`src/rtl/divu_seq_pkg.sv`:
```
// rtl/divu_seq_pkg.sv - shared constants and FSM state encoding for the unsigned divider
package divu_seq_pkg;

    localparam int DIVU_WIDTH = 32;
    localparam int DIVU_CNT_W = 5;

    typedef enum logic [1:0] {
        S_IDLE = 2'd0,
        S_RUN  = 2'd1,
        S_DONE = 2'd2
    } divu_state_t;

endpackage

```
`src/rtl/divu_step.sv`:
```
// rtl/divu_step.sv - one radix-2 restoring division iteration (combinational)
module divu_step
    import divu_seq_pkg::*;
#(
    parameter int WIDTH = DIVU_WIDTH
) (
    input  logic [WIDTH-1:0] i_rem,
    input  logic [WIDTH-1:0] i_quo,
    input  logic [WIDTH-1:0] i_divisor,
    output logic [WIDTH-1:0] o_rem,
    output logic [WIDTH-1:0] o_quo
);

    logic [WIDTH-1:0] w_shift;
    logic [WIDTH:0]   w_trial;
    logic             w_borrow;
    logic             w_unused_rem_msb;

    // The partial remainder after k iterations holds at most k dividend bits, so
    // its MSB is always 0 before a shift and can be dropped from the trial.
    assign w_unused_rem_msb = i_rem[WIDTH-1];

    // Shift the next dividend bit in, trial-subtract, restore on borrow.
    always_comb begin
        w_shift  = {i_rem[WIDTH-2:0], i_quo[WIDTH-1]};
        w_trial  = {1'b0, w_shift} - {1'b0, i_divisor};
        w_borrow = w_trial[WIDTH];
        o_rem    = w_borrow ? w_shift : w_trial[WIDTH-1:0];
        o_quo    = {i_quo[WIDTH-2:0], ~w_borrow};
    end

endmodule

```
`src/rtl/divu_seq.sv`:
```
// rtl/divu_seq.sv - unsigned sequential restoring divider with start/busy/done handshake
module divu_seq
    import divu_seq_pkg::*;
#(
    parameter int WIDTH = DIVU_WIDTH
) (
    input  logic             clk,
    input  logic             reset,
    input  logic             start,
    input  logic [WIDTH-1:0] dividend,
    input  logic [WIDTH-1:0] divisor,
    output logic             busy,
    output logic             done,
    output logic [WIDTH-1:0] q,
    output logic [WIDTH-1:0] r,
    output logic             div_by_zero
);

    localparam int CNT_W = $clog2(WIDTH);

    divu_state_t      r_state;
    divu_state_t      w_next_state;
    logic             w_accept;
    logic             w_last;
    logic [CNT_W-1:0] r_count;
    logic [WIDTH-1:0] r_rem;
    logic [WIDTH-1:0] r_quo;
    logic [WIDTH-1:0] r_divisor;
    logic [WIDTH-1:0] r_q;
    logic [WIDTH-1:0] r_r;
    logic             r_dz;
    logic [WIDTH-1:0] w_rem_nx;
    logic [WIDTH-1:0] w_quo_nx;

    divu_step #(.WIDTH(WIDTH)) u_step (
        .i_rem     (r_rem),
        .i_quo     (r_quo),
        .i_divisor (r_divisor),
        .o_rem     (w_rem_nx),
        .o_quo     (w_quo_nx)
    );

    assign w_last = (r_count == CNT_W'(WIDTH - 1));

    // Next-state and handshake decode; a new divide may start from IDLE or DONE.
    always_comb begin
        w_next_state = r_state;
        w_accept     = 1'b0;
        busy         = 1'b0;
        done         = 1'b0;
        case (r_state)
            S_IDLE: begin
                if (start) begin
                    w_accept     = 1'b1;
                    w_next_state = S_RUN;
                end
            end
            S_RUN: begin
                busy = 1'b1;
                if (w_last) begin
                    w_next_state = S_DONE;
                end
            end
            S_DONE: begin
                done = 1'b1;
                if (start) begin
                    w_accept     = 1'b1;
                    w_next_state = S_RUN;
                end else begin
                    w_next_state = S_IDLE;
                end
            end
            default: w_next_state = S_IDLE;
        endcase
    end

    // State register; reset aborts any divide in flight.
    always_ff @(posedge clk or negedge reset) begin
        if (!reset) begin
            r_state <= S_IDLE;
        end else begin
            r_state <= w_next_state;
        end
    end

    // Operand capture, one iteration per RUN cycle, results latched on the last one.
    always_ff @(posedge clk or negedge reset) begin
        if (!reset) begin
            r_count   <= '0;
            r_rem     <= '0;
            r_quo     <= '0;
            r_divisor <= '0;
            r_q       <= '0;
            r_r       <= '0;
            r_dz      <= 1'b0;
        end else if (w_accept) begin
            r_count   <= '0;
            r_rem     <= '0;
            r_quo     <= dividend;
            r_divisor <= divisor;
        end else if (r_state == S_RUN) begin
            r_rem   <= w_rem_nx;
            r_quo   <= w_quo_nx;
            r_count <= r_count + 1'b1;
            if (w_last) begin
                r_q  <= w_quo_nx;
                r_r  <= w_rem_nx;
                r_dz <= (r_divisor == '0);
            end
        end
    end

    assign q           = r_q;
    assign r           = r_r;
    assign div_by_zero = r_dz;

endmodule
```
`config.mk`:
```
export PLATFORM = sky130hd
export DESIGN_NAME = divu_seq
export DESIGN_NICKNAME = d
export VERILOG_FILES = /design/src/rtl/divu_seq_pkg.sv /design/src/rtl/divu_step.sv /design/src/rtl/divu_seq.sv
export SDC_FILE = /design/constraint.sdc
export NUM_CORES = 1
export LEC_CHECK = 0
export BUFFER_PORTS_ARGS = -buffer_cell sky130_fd_sc_hd__buf_2
export CORE_ASPECT_RATIO = 2
export CORE_UTILIZATION = 38
export DETAILED_ROUTE_END_ITERATION = 6
export PLACE_DENSITY = 0.57
export SLEW_MARGIN = 25
export SYNTH_ARGS = -nofsm -noshare
export SYNTH_HDL_FRONTEND = slang
export SYNTH_HIERARCHICAL = 1
export SYNTH_SLANG_ARGS = --single-unit
```
`constraint.sdc`:
```
create_clock -name clk -period 8.96 [get_ports clk]
set_input_delay 2.24 -clock clk [delete_from_list [all_inputs] [get_ports clk]]
set_output_delay 2.24 -clock clk [all_outputs]
set_load 0.02 [all_outputs]
```
==> flow_metrics.py, run 1 <==
metrics = {
    "drt": {
        "wl_per_cell_um": 17.4,
        "viasPerCell": 5.27,
        "vias": 6637,
        "drcViolationCount": 0,
        "initialDrtViolationCount": 298,
        "postRouteAntennaNets": 0,
        "drtPass1Iterations": 4,
        "wl_um": 21900,
    },
    "clock_tree": {
        "cts_root_buf": "clkbuf_16",
        "cts.clk_slew.worst_paths_ns": 0.07,
        "cts_tree": "yes",
        "numCtsBuffers": 17,
        "cts.sinks": 167,
        "clk_path_buf_depth": 2,
        "clk_latency_ns": 0.44,
        "ctsResizeCount": 0,
        "cts_setup_buffers": 0,
        "cts_hold_buf": 0,
        "htree_levels": 4,
    },
    "critical_path": {
        "rrSetupSlack_ns": 5.36,
        "crit_chain": "nand2b_1, buf_4, inv_4, buf_2",
        "startpoint": "r_state[1]",
        "crit_slowest_cell": "inv_4",
        "end_kind": "primary output",
        "ff2ff_path_depth": 13,
        "rr_endpoint": "r[6]",
        "startpoint_type": "flip-flop",
        "crit_path_max_incr_delay_ns": 0.66,
        "cp.required_ns": 6.72,
        "crit_arrival_ns": 2.22,
        "worst-path-max-fanout": 69,
        "worstSetupPathType": "reg2out",
        "r2r_start": "r_quo[31]",
    },
    "job": {
        "maxCapViolations": 0,
    },
    "floorplan": {
        "io_pins": 134,
        "rows": 78,
        "start_util_pct": 38.9,
        "core_area_mm2": 0.0227,
        "die_width_um": 110,
        "die_h_um": 218,
        "dieArea_mm2": 0.0239,
    },
    "worst_hold_path": {
        "hold_path_class": "reg2reg",
        "min_to": "r_count[3]",
        "min_from": "r_count[3]",
        "holdPathStages": 1,
    },
    "power": {
        "power.share.clock_pct": 15.2,
        "report.power.total_mw": 4.84,
        "ir_worst_vdd_mv": 0.207,
        "power_density_mw_per_mm2": 481,
        "power_frac_seq_pct": 28.7,
        "swShare_pct": 44.6,
        "p_comb_share_pct": 56.1,
        "power.internal_mw": 2.68,
        "leakage_nw": 5.04,
        "p_switching_mw": 2.16,
    },
    "placement": {
        "gp_congestion": 0.817,
        "pre_cts_ws_ns": 4.98,
        "port_buffers": 133,
        "postPlaceCellArea_mm2": 0.00947,
        "hpwl_um": 15200,
        "dp.cells": 1228,
    },
    "sta": {
        "fin_ws_ns": 4.50,
        "max_slew_margin_pct": 38.0,
        "finalClockSkew_ns": 0.0104,
        "worst_slew_pin_slew_ns": 0.927,
        "slew_violations": 0,
        "hold_slack_ns": 0.472,
        "fmax_mhz": 224,
        "timing.final.crit_share_pct": 49.7,
        "finalSetupViolCount": 0,
        "rsz0062_at_grt": "false",
        "hold_viol": 0,
        "totalNegativeSetupSlack_ns": 0,
        "period_minus_slack_ns": 4.46,
    },
    "yosys": {
        "syn_avg_cell_area_um2": 10.0,
        "synthCells": 881,
        "syn_nets": 983,
        "yosys_warnings": 6,
        "netlist_area_mm2": 0.00884,
    },
    "final_layout": {
        "regArea_mm2": 0.00418,
        "drive_above_1_share_pct": 26.2,
        "syn2layout_area_growth_pct": 13.8,
        "finalNetCount": 1069,
        "multi_input_area_mm2": 0.00404,
        "instances_no_fill": 1260,
        "final.fill_count": 2247,
        "design_area_mm2": 0.0101,
        "n_antenna_cell": 0,
        "postLayoutCoreUtil_pct": 44.3,
    },
    "global_routing": {
        "grt_overflow": 0,
        "grt_use_total_pct": 19.7,
        "grt_pass1_vias": 6951,
        "grt_pass1_wl_um": 35700,
        "grt_start_max_net_pins": 91,
        "grt_antenna_before_repair": 0,
    },
    "run_status": {
        "status": "finished clean",
    },
}
-- cells in the final DEF (no fill, tap or decap), drive strengths merged, types with 4 or more instances in the layout --
master and instances:
nand3 38, o31ai 6, and3 4, dfrtp 167
mux2 68, o21a 4, nor3 4, nand2 180
inv 47, nor4 8, xor2 12, buf 141
xnor2 14, a211oi 7, o21ai 40, a22oi 32
clkinv 7, a22o 34, a21o 12, nand2b 6
nor2 19, nand4 6, clkbuf 18, a21oi 29
ha 34, a31oi 5, nor2b 7
-- layout make-up --
class	instances	share of cell area [%]
flip-flops and latches	167	41.5
multi-input cells	596	40.1
repair buffers	141	7.38
clock buffers	18	4.36
well taps	280	3.48
inverters	44	1.67
clock inverters	14	1.49
-- worst max-delay path: cells and delay by family, from the launching register on --
| family | cells | cell delay [ns] |
|---|---|---|
| buffers and inverters | 3 | 1.22 |
| and+or+nand+nor | 1 | 0.14 |
| DFF | 1 | 0.38 |
-- metal layers --
metal | vias to the layer above | wire, µm | GRT usage, %
li1 | 3213 | - | -
met1 | 3241 | 8240 | 21.5
met2 | 149 | 12200 | 36.5
met3 | 34 | 1010 | 4.03
met4 | 0 | 475 | 7.20
met5 | - | 0 | 0
-- state kept, by name, summed over array words and instances, names as in the netlist --
signal	count
q	32
r	32
r_divisor	32
r_quo	32
r_rem	31
r_count	5
r_state	2
div_by_zero	1
-- worst max-delay path by stage --
stage / endpoint / slack (ns)
6_report: busy / 4.50
5_1_grt: busy / 4.40
4_1_cts: busy / 4.50
3_5_place_dp: q[9] / 4.98
3_3_place_gp: q[5] / 4.99
2_1_floorplan: busy / 5.77
-- power by group through the flow --
| stage | Sequential (mW) | Clock [mW] | Combinational (mW) |
|---|---|---|---|
| floorplan | 1.48 | 0 | 2.04 |
| global placement | 1.40 | 0 | 2.69 |
| detailed placement | 1.40 | 0 | 2.73 |
| CTS | 1.39 | 0.758 | 2.74 |
| global route | 1.44 | 0.785 | 3.03 |
| finish | 1.39 | 0.737 | 2.71 |
(Power assumes the default switching activity.)
==> inputs of run 2 (changes only) <==
- PLACE_DENSITY: 0.57 -> 0.59
- clock period: 8.96 -> 3.7 ns (I/O delays scaled with it)
==> run 2 against run 1 <==
Cell count increased by 0.24%. First-iteration DRC count fell by 19%. Sequential cell count did not move. Combinational power up 140%. Worst hold slack improved by 0.0056 ns. Clock-buffer cell count increased by 1. Via count decreased by 0.27%. Routed wire length is 0.94% higher. Global-route usage rose by 0.26 points. Design area grew 0.86%. Die area stayed put. Largest power group unchanged. Sequential power up 140%.
==> flow_metrics.py, run 2 (synthesis gave the netlist of run 1 again) <==
metrics = {
    "global_routing": {
        "grt_antenna_before_repair": 1,
        "grt_pass1_vias": 7002,
        "grt_pass1_wl_um": 36000,
        "grt_start_max_net_pins": 70,
        "grt_use_total_pct": 20.0,
        "grt_overflow": 0,
    },
    "sta": {
        "finalSetupViolCount": 0,
        "period_minus_slack_ns": 3.32,
        "worst_slew_pin_slew_ns": 0.922,
        "max_slew_margin_pct": 38.4,
        "hold_viol": 0,
        "hold_slack_ns": 0.478,
        "finalClockSkew_ns": 0.00966,
        "timing.final.crit_share_pct": 89.6,
        "fmax_mhz": 302,
        "totalNegativeSetupSlack_ns": 0,
        "rsz0062_at_grt": "false",
        "slew_violations": 0,
    },
    "floorplan": {
        "die_h_um": 218,
        "dieArea_mm2": 0.0239,
        "io_pins": 134,
        "rows": 78,
        "start_util_pct": 38.9,
        "die_width_um": 110,
        "core_area_mm2": 0.0227,
    },
    "critical_path": {
        "startpoint_type": "flip-flop",
        "crit_path_max_incr_delay_ns": 0.44,
        "rr_endpoint": "r[4]",
        "cp.required_ns": 4.03,
        "crit_slowest_cell": "fa_1",
        "r2r_start": "r_quo[31]",
        "startpoint": "r_quo[31]",
        "ff2ff_path_depth": 13,
        "crit_chain": "inv_1, ha_1, fa_1, nor2b_4, o2111ai_2, a31oi_2, o211ai_2, a211oi_2, o31ai_2, a21bo_1, buf_4, mux2_4, mux2_2",
        "worstSetupPathType": "reg2reg",
        "end_kind": "flip-flop",
        "cp.buffers_inverters": 2,
        "crit_arrival_ns": 3.65,
        "crit_family": "compound AO/OA/AOI/OAI gates",
        "worst-path-max-fanout": 31,
        "rrSetupSlack_ns": 0.38,
    },
    "drt": {
        "drcViolationCount": 0,
        "initialDrtViolationCount": 241,
        "vias": 6619,
        "viasPerCell": 5.24,
        "postRouteAntennaNets": 0,
        "wl_um": 22100,
        "wl_per_cell_um": 17.5,
        "drtPass1Iterations": 4,
    },
    "placement": {
        "dp.cells": 1232,
        "port_buffers": 133,
        "gp_congestion": 0.838,
        "hpwl_um": 15700,
    },
    "power": {
        "power_density_mw_per_mm2": 1170,
        "p_switching_mw": 5.20,
        "power_frac_seq_pct": 28.4,
        "power.share.clock_pct": 16.5,
        "leakage_nw": 5.08,
        "ir_worst_vdd_mv": 0.568,
        "p_comb_share_pct": 55.0,
        "swShare_pct": 43.6,
        "power.internal_mw": 6.72,
    },
    "clock_tree": {
        "cts.sinks": 167,
        "cts_tree": "yes",
        "numCtsBuffers": 17,
        "cts_root_buf": "clkbuf_16",
        "cts.clk_slew.worst_paths_ns": 0.07,
        "htree_levels": 4,
        "cts_hold_buf": 0,
        "clk_path_buf_depth": 2,
        "cts_setup_buffers": 0,
        "clk_latency_ns": 0.45,
        "ctsResizeCount": 0,
    },
    "final_layout": {
        "regArea_mm2": 0.00418,
        "final.fill_count": 2211,
        "layout_commonest_cell": "nand2_1",
        "final_cell_mix": "nand2_1 (180), dfrtp_1 (167), buf_2 (132)",
        "instances_no_fill": 1263,
        "syn2layout_area_growth_pct": 14.8,
        "multi_input_area_mm2": 0.00404,
        "drive_above_1_share_pct": 26.3,
        "n_antenna_cell": 0,
        "finalNetCount": 1073,
    },
    "worst_hold_path": {
        "hold_path_class": "in2async",
    },
    "job": {
        "maxCapViolations": 0,
    },
    "run_status": {
        "status": "finished clean",
    },
}
run 2: metal layers:
layer	GRT usage, %	wire (µm)	vias to the layer above
met5	0	12	-
li1	-	-	3226
met2	36.9	12300	143
met3	4.45	946	29
met4	8.18	505	2
met1	21.2	8360	3219
run 2: through the flow:
step	power, mW	cell area, µm²	setup WS, ns	util, %
6_report	11.9	10200	0.385	44.6
5_1_grt	12.9	10200	0.211	44.6
4_1_cts	12.0	10200	0.376	44.6
3_5_place_dp	10.0	9510	0.389	41.8
3_3_place_gp	9.90	9510	0.493	41.8
2_1_floorplan	8.52	8840	0.651	-
run 2: power by group through the flow:
stage / sequential (mW) / combinational (mW) / clock, mW
finish: 3.39 / 6.56 / 1.97
global route: 3.50 / 7.29 / 2.08
CTS: 3.40 / 6.61 / 2.02
detailed placement: 3.42 / 6.58 / 0
global placement: 3.42 / 6.48 / 0
floorplan: 3.58 / 4.94 / 0
run 2: worst reg2reg max path, stage by stage, from the launching register on:
cell and delay [ns]:
dfrtp_1 0.37, inv_1 0.05, ha_1 0.22, fa_1 0.44
nor2b_4 0.15, o2111ai_2 0.13, a31oi_2 0.21, o211ai_2 0.16
a211oi_2 0.32, o31ai_2 0.12, a21bo_1 0.19, buf_4 0.23
mux2_4 0.35, mux2_2 0.26
run 2: cell type report:
type                            instances  share of cell area [%]
Inverter                               44                    1.65
Sequential cell                       167                    41.2
Clock inverter                         12                    1.98
Timing Repair Buffer                  145                    7.63
Tap cell                              280                    3.45
Clock buffer                           19                    4.36
Multi-Input combinational cell        596                    39.8
run 2: worst max-delay path by stage:
stage,endpoint,depth (start not counted),slack (ns)
after global routing,r[9],14,0.21
after detailed placement,r[4],13,0.39
after global placement,r[4],13,0.49
final,r[4],13,0.38
after CTS,r[4],13,0.38
after floorplan,r[4],14,0.65
